`config.mk`:
```
export PLATFORM = sky130hd
export DESIGN_NAME = ord_entry
export DESIGN_NICKNAME = d
export VERILOG_FILES = /design/src/rtl/ord_entry.sv
export SDC_FILE = /design/constraint.sdc
export NUM_CORES = 1
export LEC_CHECK = 0
export CAP_MARGIN = 20
export CORE_UTILIZATION = 35
export DETAILED_ROUTE_END_ITERATION = 6
export PLACE_DENSITY = 0.54
export SLEW_MARGIN = 20
export SYNTH_ARGS = -nofsm -noshare
export SYNTH_HDL_FRONTEND = slang
export SYNTH_SLANG_ARGS = --single-unit
```
`constraint.sdc`:
```
create_clock -name clk -period 3.7 [get_ports clk]
set_input_delay 0.74 -clock clk [delete_from_list [all_inputs] [get_ports clk]]
set_output_delay 0.74 -clock clk [all_outputs]
set_load 0.03 [all_outputs]
```
`src/rtl/ord_entry.sv`:
```
// Button-driven order-word entry: debounced buttons edit a hex word under a cursor,
// and a commit hands the word to the consumer through a valid/ack handshake.
module ord_entry #(
  parameter int DB_CYCLES = 16,
  parameter int DIGITS    = 11
) (
  input  logic                  clk,
  input  logic                  rst_n,
  input  logic [4:0]            btn,
  output logic [4*DIGITS-1:0]   ord,
  output logic [3:0]            cursor,
  output logic                  valid,
  input  logic                  ack
);

  localparam int CW = $clog2(DB_CYCLES);
  localparam logic [CW-1:0] CMAX = CW'(DB_CYCLES - 1);
  localparam logic [3:0] CLAST = 4'(DIGITS - 1);

  typedef enum logic {EDIT, HOLD} state_t;

  logic [4:0]    s1, s2, db, db_d, press;
  logic [CW-1:0] cnt [5];

  state_t              state, state_n;
  logic [4*DIGITS-1:0] ord_n;
  logic [3:0]          cursor_n;
  logic                valid_n;

  always_ff @(posedge clk or negedge rst_n) begin
    if (!rst_n) begin
      s1   <= '0;
      s2   <= '0;
      db   <= '0;
      db_d <= '0;
      for (int i = 0; i < 5; i++) cnt[i] <= '0;
    end else begin
      s1   <= btn;
      s2   <= s1;
      db_d <= db;
      for (int i = 0; i < 5; i++) begin
        if (s2[i] == db[i]) begin
          cnt[i] <= '0;
        end else if (cnt[i] == CMAX) begin
          db[i]  <= ~db[i];
          cnt[i] <= '0;
        end else begin
          cnt[i] <= cnt[i] + 1'b1;
        end
      end
    end
  end

  // Rising edge of the debounced level only; releases are ignored
  assign press = db & ~db_d;

  always_ff @(posedge clk or negedge rst_n) begin
    if (!rst_n) begin
      state  <= EDIT;
      ord    <= '0;
      cursor <= '0;
      valid  <= 1'b0;
    end else begin
      state  <= state_n;
      ord    <= ord_n;
      cursor <= cursor_n;
      valid  <= valid_n;
    end
  end

  always_comb begin
    state_n  = state;
    ord_n    = ord;
    cursor_n = cursor;
    valid_n  = valid;
    unique case (state)
      EDIT: begin
        priority case (1'b1)
          press[4]: begin
            valid_n = 1'b1;
            state_n = HOLD;
          end
          press[0]: begin
            for (int k = 0; k < DIGITS; k++)
              if (4'(k) == cursor)
                ord_n[4*k +: 4] = ord[4*k +: 4] + 4'd1;
          end
          press[1]: begin
            for (int k = 0; k < DIGITS; k++)
              if (4'(k) == cursor)
                ord_n[4*k +: 4] = ord[4*k +: 4] - 4'd1;
          end
          press[2]: cursor_n = (cursor == CLAST) ? 4'd0 : cursor + 4'd1;
          press[3]: cursor_n = (cursor == 4'd0) ? CLAST : cursor - 4'd1;
          default: ;
        endcase
      end
      HOLD: begin
        if (ack) begin
          valid_n = 1'b0;
          state_n = EDIT;
        end
      end
      default: state_n = EDIT;
    endcase
  end

endmodule

```
==> tab_implementation.tex, run 1 <==
\begin{tabular}{lr}
\hline
Metric & Value \\
\hline
\multicolumn{2}{l}{\textbf{Floorplanning}} \\
\# IOs & 57 \\
Floorplan die area & 14,000 um\^{}2 \\
Area of the core & 13,200 um\^{}2 \\
Y dimension of the die & 118 um \\
Initial core utilization & 35.8\% \\
Floorplan die width & 118 um \\
Row count & 42 \\
\multicolumn{2}{l}{\textbf{Synth}} \\
Top area cells in the synthesized netlist & dfrtp\_1, ha\_1, xnor2\_1 \\
Post-synthesis cell type with the largest combined area & dfrtp\_1 \\
Synth Register Bits & 90 \\
Combined area of all synthesized cells & 4720 um\^{}2 \\
Ys async rst share & 100\% \\
Top flip-flop cell by instance count after synthesis & dfrtp\_1 \\
Yosys warning total & 0 \\
Count of flip-flops with a built-in enable after synthesis & 0 \\
Fraction of synthesized cell area taken by the top area cell type & 47.7\% \\
Leading post-synthesis cells by instance count & dfrtp\_1, a21oi\_1, xnor2\_1, ha\_1, mux2\_2 \\
Count of cell types in the netlist & 41 \\
Sequential element share of the synthesized area & 47.7\% \\
Number of nets in the synthesized netlist & 433 \\
Gate count of the mapped netlist & 382 \\
Synth Area per Inst & 12.4 um\^{}2 \\
Most common cell in the synthesized netlist & dfrtp\_1 \\
\multicolumn{2}{l}{\textbf{Drt}} \\
Detail-routed net length per standard cell & 13.8 um \\
Iteration count of the initial detailed-routing pass & 4 \\
Detailed-route via count & 3,084 \\
Post-route DRC violation count & 0 \\
DRC violation total after the first TritonRoute iteration & 120 \\
Mean number of vias per cell & 4.95 \\
Overall routed net length & 8580 um \\
Final ANT Viol Nets & 0 \\
\multicolumn{2}{l}{\textbf{Timing}} \\
Worst Clk Skew & 7.97 ps \\
Highest clock rate & 405 MHz \\
RSZ-0062 raised after global routing & false \\
Slew at the pin closest to its max-slew limit & 892 ps \\
Max-slew violation total from the final report & 0 \\
Worst path setup slack after routing & 1230 ps \\
Worst hold margin & 346 ps \\
Final worst-path cycle share & 66.7\% \\
Slew HR & 40.6\% \\
Final Hold Violating Endpoints & 0 \\
Final TNS setup & 0 ps \\
Post-layout minimum cycle time & 2470 ps \\
Number of endpoints failing setup at the final stage & 0 \\
\multicolumn{2}{l}{\textbf{Worst setup path}} \\
Slowest Stage Delay on Critical Path & 780 ps \\
Family with the most delay on the worst path & buffers and inverters \\
WP data required & 2960 ps \\
CP Cell Sequence & clkdlybuf4s50\_1 \\
Largest driver fanout on the critical path & 15 \\
Data arrival time at the worst-slack endpoint & 1730 ps \\
Critical path launch point type & flop \\
Master of the slowest instance on the critical path & clkdlybuf4s50\_1 \\
Worst Setup End Kind & output pin \\
Crit path buf inv count & 1 \\
Critical path start-end classification & flop to output pin \\
\multicolumn{2}{l}{\textbf{Global routing}} \\
Overall global routing resource usage & 13.5\% \\
Global-route wire length before repair & 14,900 um \\
Pin count of the biggest net entering global routing & 91 \\
Grt total ovfl & 0 \\
Vias in the first global route & 3,109 \\
Initial antenna violation count & 0 \\
\multicolumn{2}{l}{\textbf{Cells and area}} \\
Proportion of layout cells with a drive suffix above 1 & 11.6\% \\
Summed area of non-filler cells in the final layout & 5790 um\^{}2 \\
Final instance count without filler cells & 623 \\
Synthesis-to-layout area growth & 22.7\% \\
Share of the core filled with cells in the final layout & 43.9\% \\
Number of diodes added for antenna fixing & 0 \\
Nets & 493 \\
\multicolumn{2}{l}{\textbf{Placed design}} \\
HPWL after detailed placement & 5930 um \\
Cell area after placement & 5470 um\^{}2 \\
Placed cells & 607 \\
Placer Congestion & 0.782 \\
Number of I/O port buffers & 56 \\
Pre-CTS worst setup slack & 1340 ps \\
\multicolumn{2}{l}{\textbf{Clock network}} \\
Clock network latency to the later pin of the worst-skew pair & 350 ps \\
Clock slew seen by the registers of the worst setup and hold paths & 60 ps \\
TritonCTS clock tree & done \\
Cell at the root of the clock tree & clkbuf\_16 \\
Resize count post-CTS & 0 \\
Total CTS buffers & 9 \\
Maximum buffer depth of the clock tree & 2 \\
Number of sinks handled by clock tree synthesis & 90 \\
Buffers inserted by post-CTS timing repair & 0 \\
Clock H-tree levels & 3 \\
Hold bufs inserted after CTS & 0 \\
\multicolumn{2}{l}{\textbf{Power}} \\
Static power due to leakage & 2.38 nW \\
Power after layout & 2.10 mW \\
IR Drop Worst-Case VDD & 0.150 mV \\
Cell area power density & 362 nW/um\^{}2 \\
\multicolumn{2}{l}{\textbf{Run status}} \\
Outcome & finished, final reports clean \\
\multicolumn{2}{l}{\textbf{Hold path}} \\
Class of the tightest hold or removal check & flop to flop \\
\multicolumn{2}{l}{\textbf{Run}} \\
Maximum Capacitance Violations & 0 \\
\hline
\end{tabular}
-- cell usage in the layout, fill, tap and decap left out, drive strengths merged, types with 2 or more instances in the layout --
cell / instances
clkdlybuf4s50: 55
nor2: 13
nand2: 7
ha: 32
nand3b: 5
nand2b: 5
clkbuf: 13
nor3b: 5
a2111oi: 9
and3: 11
buf: 3
mux2: 22
nand4b: 5
o21ai: 16
nor2b: 8
o211ai: 8
or2: 3
a21oi: 39
xnor2: 33
xor2: 11
nand3: 18
inv: 10
a31oi: 2
dfrtp: 90
fa: 11
-- worst paths after layout --
check / depth (start not counted) / endpoint / slack (ps) / startpoint
setup / recovery: 1 / cursor[3] / 1230 / cursor[3]
hold / removal: 0 / s2[2] / 350 / s1[2]
setup reg to reg: 5 / ord[1] / 1340 / cursor[0]
hold reg to reg: 0 / s2[2] / 350 / s1[2]
max in group asynchronous: 2 / cnt[14] / 2880 / rst_n
min in group asynchronous: 2 / ord[35] / 430 / rst_n
-- final cells by class --
class / instances / area, um^2
clock buffers: 13 / 270
clock inverters: 3 / 46.3
fillers: 1242 / 7400
inverters: 10 / 37.5
multi-input cells: 273 / 2380
flip-flops and latches: 90 / 2250
well taps: 176 / 220
repair buffers: 58 / 586
-- per-layer routing --
metal  vias up  share of wire [%]  global-route usage [%]
met5         -                  0                       0
met4         0                2.0                    6.81
met3        11                4.5                    3.39
met2        54                 45                    20.6
met1      1533                 48                    17.9
li1       1486                  -                       -
-- report_power, final --
| part | switching, mW | leakage [nW] | internal [mW] |
|---|---|---|---|
| clock network | 0.387 | 0.152 | 0.580 |
| logic | 0.0546 | 1.01 | 0.0444 |
| registers | 0.0238 | 1.22 | 1.01 |
| total | 0.465 | 2.38 | 1.63 |
-- cell families after synthesis --
kind of cell	share of synthesized area (%)
AOI/OAI and AO/OA	13.1
and+or+nand+nor	10.4
DFF	47.7
xor gates and xnor gates	8.17
buffers and inverters	1.94
adders and majority gates	13.1
muxes	5.54
-- sequential cells by signal (all words and copies together), names as in the netlist --
signal,count
ord,44
cnt,20
db,5
db_d,5
s1,5
s2,5
cursor,4
state,1
valid,1
(Power assumes the default switching activity.)
==> inputs of run 2 (changes only) <==
--- a/config.mk
+++ b/config.mk
@@ -8,7 +8,7 @@
 export CAP_MARGIN = 20
 export CORE_UTILIZATION = 35
 export DETAILED_ROUTE_END_ITERATION = 6
-export PLACE_DENSITY = 0.54
+export PLACE_DENSITY = 0.56
 export SLEW_MARGIN = 20
 export SYNTH_ARGS = -nofsm -noshare
 export SYNTH_HDL_FRONTEND = slang
==> constraint.sdc (replaced) <==
create_clock -name clk -period 2.1 [get_ports clk]
set_input_delay 0.42 -clock clk [delete_from_list [all_inputs] [get_ports clk]]
set_output_delay 0.42 -clock clk [all_outputs]
set_load 0.03 [all_outputs]
==> run 2 against run 1 <==
Worst setup slack got worse by 1100 ps. Sequential power increased by 76%. Clock-buffer cell count decreased by 1. Largest cell class unchanged. Critical endpoint is now cursor[2]. Power increased by 71%. Worst hold slack got worse by 220 ps. Global-route usage increased by 0.57 points. Via count increased by 0.81%. Final area increased by 2.8%. Core utilization increased by 1.2 points. Critical path type unchanged. Flip-flop and latch count unchanged. First-iteration DRC count increased by 24%. Sequential share of layout area decreased by 1.0 points.
==> tab_implementation.tex, run 2 (synthesis results as in run 1) <==
\begin{tabular}{lr}
\hline
Metric & Value \\
\hline
\multicolumn{2}{l}{\textbf{Run status}} \\
Outcome & finished, final reports clean \\
\multicolumn{2}{l}{\textbf{Drt}} \\
Met1 WL & 4180 um (+1.5\%) \\
Detail-routed net length per standard cell & 13.9 um (+0.78\%) \\
Highest metal layer with signal wires & met4 \\
Total length of routed met3 wires & 344 um (-11\%) \\
Iteration count of the initial detailed-routing pass & 4 (unchanged) \\
Mean number of vias per cell & 4.86 (-1.9\%) \\
Detailed-route via count & 3,109 (+0.81\%) \\
Post-route DRC violation count & 0 (unchanged) \\
Overall routed net length & 8880 um (+3.5\%) \\
Met2 layer wire length in the routed design & 4180 um (+7.4\%) \\
Final ANT Viol Nets & 0 (unchanged) \\
DRC violation total after the first TritonRoute iteration & 149 (+24\%) \\
\multicolumn{2}{l}{\textbf{Timing}} \\
Highest clock rate & 497 MHz \\
Max-slew violation total from the final report & 0 (unchanged) \\
Post-layout minimum cycle time & 2010 ps \\
Number of endpoints failing setup at the final stage & 0 (unchanged) \\
Slew HR & 66.8\% (+26 points) \\
Slew at the pin closest to its max-slew limit & 498 ps (-393 ps) \\
Final TNS setup & 0 ps (unchanged) \\
Worst hold margin & 124 ps (-222 ps) \\
Final worst-path cycle share & 95.8\% \\
Worst Clk Skew & 7.79 ps (-0.184 ps) \\
RSZ-0062 raised after global routing & false \\
Final Hold Violating Endpoints & 0 (unchanged) \\
\multicolumn{2}{l}{\textbf{Floorplanning}} \\
Row count & 42 (unchanged) \\
Floorplan die area & 14,000 um\^{}2 (unchanged) \\
Initial core utilization & 35.8\% (unchanged) \\
Area of the core & 13,200 um\^{}2 (unchanged) \\
Y dimension of the die & 118 um (unchanged) \\
\# IOs & 57 (unchanged) \\
Floorplan die width & 118 um (unchanged) \\
\multicolumn{2}{l}{\textbf{Power}} \\
Cell area power density & 604 nW/um\^{}2 (+67\%) \\
Static power due to leakage & 2.49 nW (+4.8\%) \\
IR Drop Worst-Case VDD & 0.290 mV (+93\%) \\
Power after layout & 3.59 mW (+71\%) \\
\multicolumn{2}{l}{\textbf{Placed design}} \\
HPWL after detailed placement & 6270 um (+5.7\%) \\
Placer Congestion & 0.797 (+1.9\%) \\
Placed cells & 623 (+2.6\%) \\
Number of I/O port buffers & 56 (unchanged) \\
Cell area after placement & 5650 um\^{}2 (+3.1\%) \\
\multicolumn{2}{l}{\textbf{Worst setup path}} \\
Family with the most delay on the worst path & buffers and inverters \\
Slowest Stage Delay on Critical Path & 760 ps (-20 ps) \\
CP Cell Sequence & clkdlybuf4s50\_1 \\
Master of the slowest instance on the critical path & clkdlybuf4s50\_1 \\
Crit path buf inv count & 1 (unchanged) \\
Critical path start-end classification & flop to output pin \\
R2r setup slk & 110 ps (-1230 ps) \\
Worst Setup End Kind & output pin \\
Data arrival time at the worst-slack endpoint & 1590 ps (-140 ps) \\
WP data required & 1680 ps (-1280 ps) \\
Largest driver fanout on the critical path & 9 (-6) \\
Critical path launch point type & flop \\
\multicolumn{2}{l}{\textbf{Cells and area}} \\
Registers with the most flip-flops & ord: 44 flops, cnt: 20 flops \\
Nets & 511 (+3.7\%) \\
Max reg flops & 44 (unchanged) \\
Proportion of layout cells with a drive suffix above 1 & 15.3\% (+3.7 points) \\
Most frequent standard cell in the layout excluding fill and tap cells & dfrtp\_1 \\
Fill cell instance count of the final layout & 1,214 (-2.3\%) \\
Synthesis-to-layout area growth & 26.1\% \\
Commonest cells after routing, fill and taps aside & dfrtp\_1, clkdlybuf4s50\_1, a21oi\_1 \\
Final instance count without filler cells & 640 (+2.7\%) \\
Number of diodes added for antenna fixing & 0 (unchanged) \\
Summed area of non-filler cells in the final layout & 5950 um\^{}2 (+2.8\%) \\
Largest reg by FF count & ord \\
\multicolumn{2}{l}{\textbf{Clock network}} \\
TritonCTS clock tree & done \\
Number of sinks handled by clock tree synthesis & 90 (unchanged) \\
Hold bufs inserted after CTS & 0 (unchanged) \\
Clock H-tree levels & 3 (unchanged) \\
Cell at the root of the clock tree & clkbuf\_16 \\
Maximum buffer depth of the clock tree & 2 (unchanged) \\
Clock network latency to the later pin of the worst-skew pair & 340 ps (about the same) \\
Total CTS buffers & 9 (unchanged) \\
Clock slew seen by the registers of the worst setup and hold paths & 60 ps (about the same) \\
\multicolumn{2}{l}{\textbf{Global routing}} \\
Vias in the first global route & 3,208 (+3.2\%) \\
Initial antenna violation count & 0 (unchanged) \\
Grt total ovfl & 0 (unchanged) \\
Global-route wire length before repair & 15,600 um (+4.9\%) \\
Pin count of the biggest net entering global routing & 91 (unchanged) \\
Overall global routing resource usage & 14.1\% (+0.57 points) \\
\multicolumn{2}{l}{\textbf{Run}} \\
Maximum Capacitance Violations & 0 (unchanged) \\
\multicolumn{2}{l}{\textbf{Hold path}} \\
Class of the tightest hold or removal check & input port to async pin \\
\hline
\end{tabular}
-- run 2: cell types whose count changed in the layout (fill, tap and decap cells not counted), sizes merged --
| cell | before | now |
|---|---|---|
| dlymetal6s2s | 0 | 1 |
| clkdlybuf4s50 | 55 | 54 |
| clkinvlp | 1 | 0 |
| buf | 3 | 21 |
| clkinv | 1 | 2 |
| clkbuf | 13 | 12 |
-- run 2: timing repair --
action                                  4_1_cts  5_1_grt
endpoints found under the setup margin        0        3
buffers inserted                              0        2
resized for setup                             0        3
-- run 2: power by group --
group,internal [mW],switching (mW),total [mW]
registers,1.77,0.0380,1.81
clock network,0.945,0.647,1.59
logic,0.0857,0.104,0.189
-- run 2: worst paths after layout --
path                             endpoint      start  cells past startpoint
worst min-delay path              ord[22]      rst_n                      2
max in group asynchronous       cursor[1]      rst_n                      2
min in group clk                    s2[3]      s1[3]                      0
worst min register to register      s2[3]      s1[3]                      0
worst max-delay path            cursor[2]  cursor[2]                      1
worst max register to register     ord[1]  cursor[0]                      5
-- run 2: final cells by class --
type / count / area, um^2 / share of cell area (%)
Sequential cell: 90 / 2250 / 37.9
Timing Repair Buffer: 76 / 773 / 13.0
Inverter: 10 / 37.5 / 0.631
Clock inverter: 3 / 40.0 / 0.673
Tap cell: 176 / 220 / 3.70
Multi-Input combinational cell: 273 / 2380 / 40.0
Clock buffer: 12 / 246 / 4.14
-- run 2: per-stage QoR --
step,setup slack [ps],util [%]
finish,87.3,45.1
global route,6.02,45.1
CTS,34.7,45.0
detailed placement,118,42.8
global placement,165,42.8
floorplan,13.6,-
-- run 2: per-layer routing --
| layer | up-vias | track usage (%) |
|---|---|---|
| met5 | - | 0 |
| met4 | 0 | 5.93 |
| met3 | 15 | 3.97 |
| met2 | 43 | 22.6 |
| met1 | 1526 | 17.8 |
| li1 | 1525 | - |
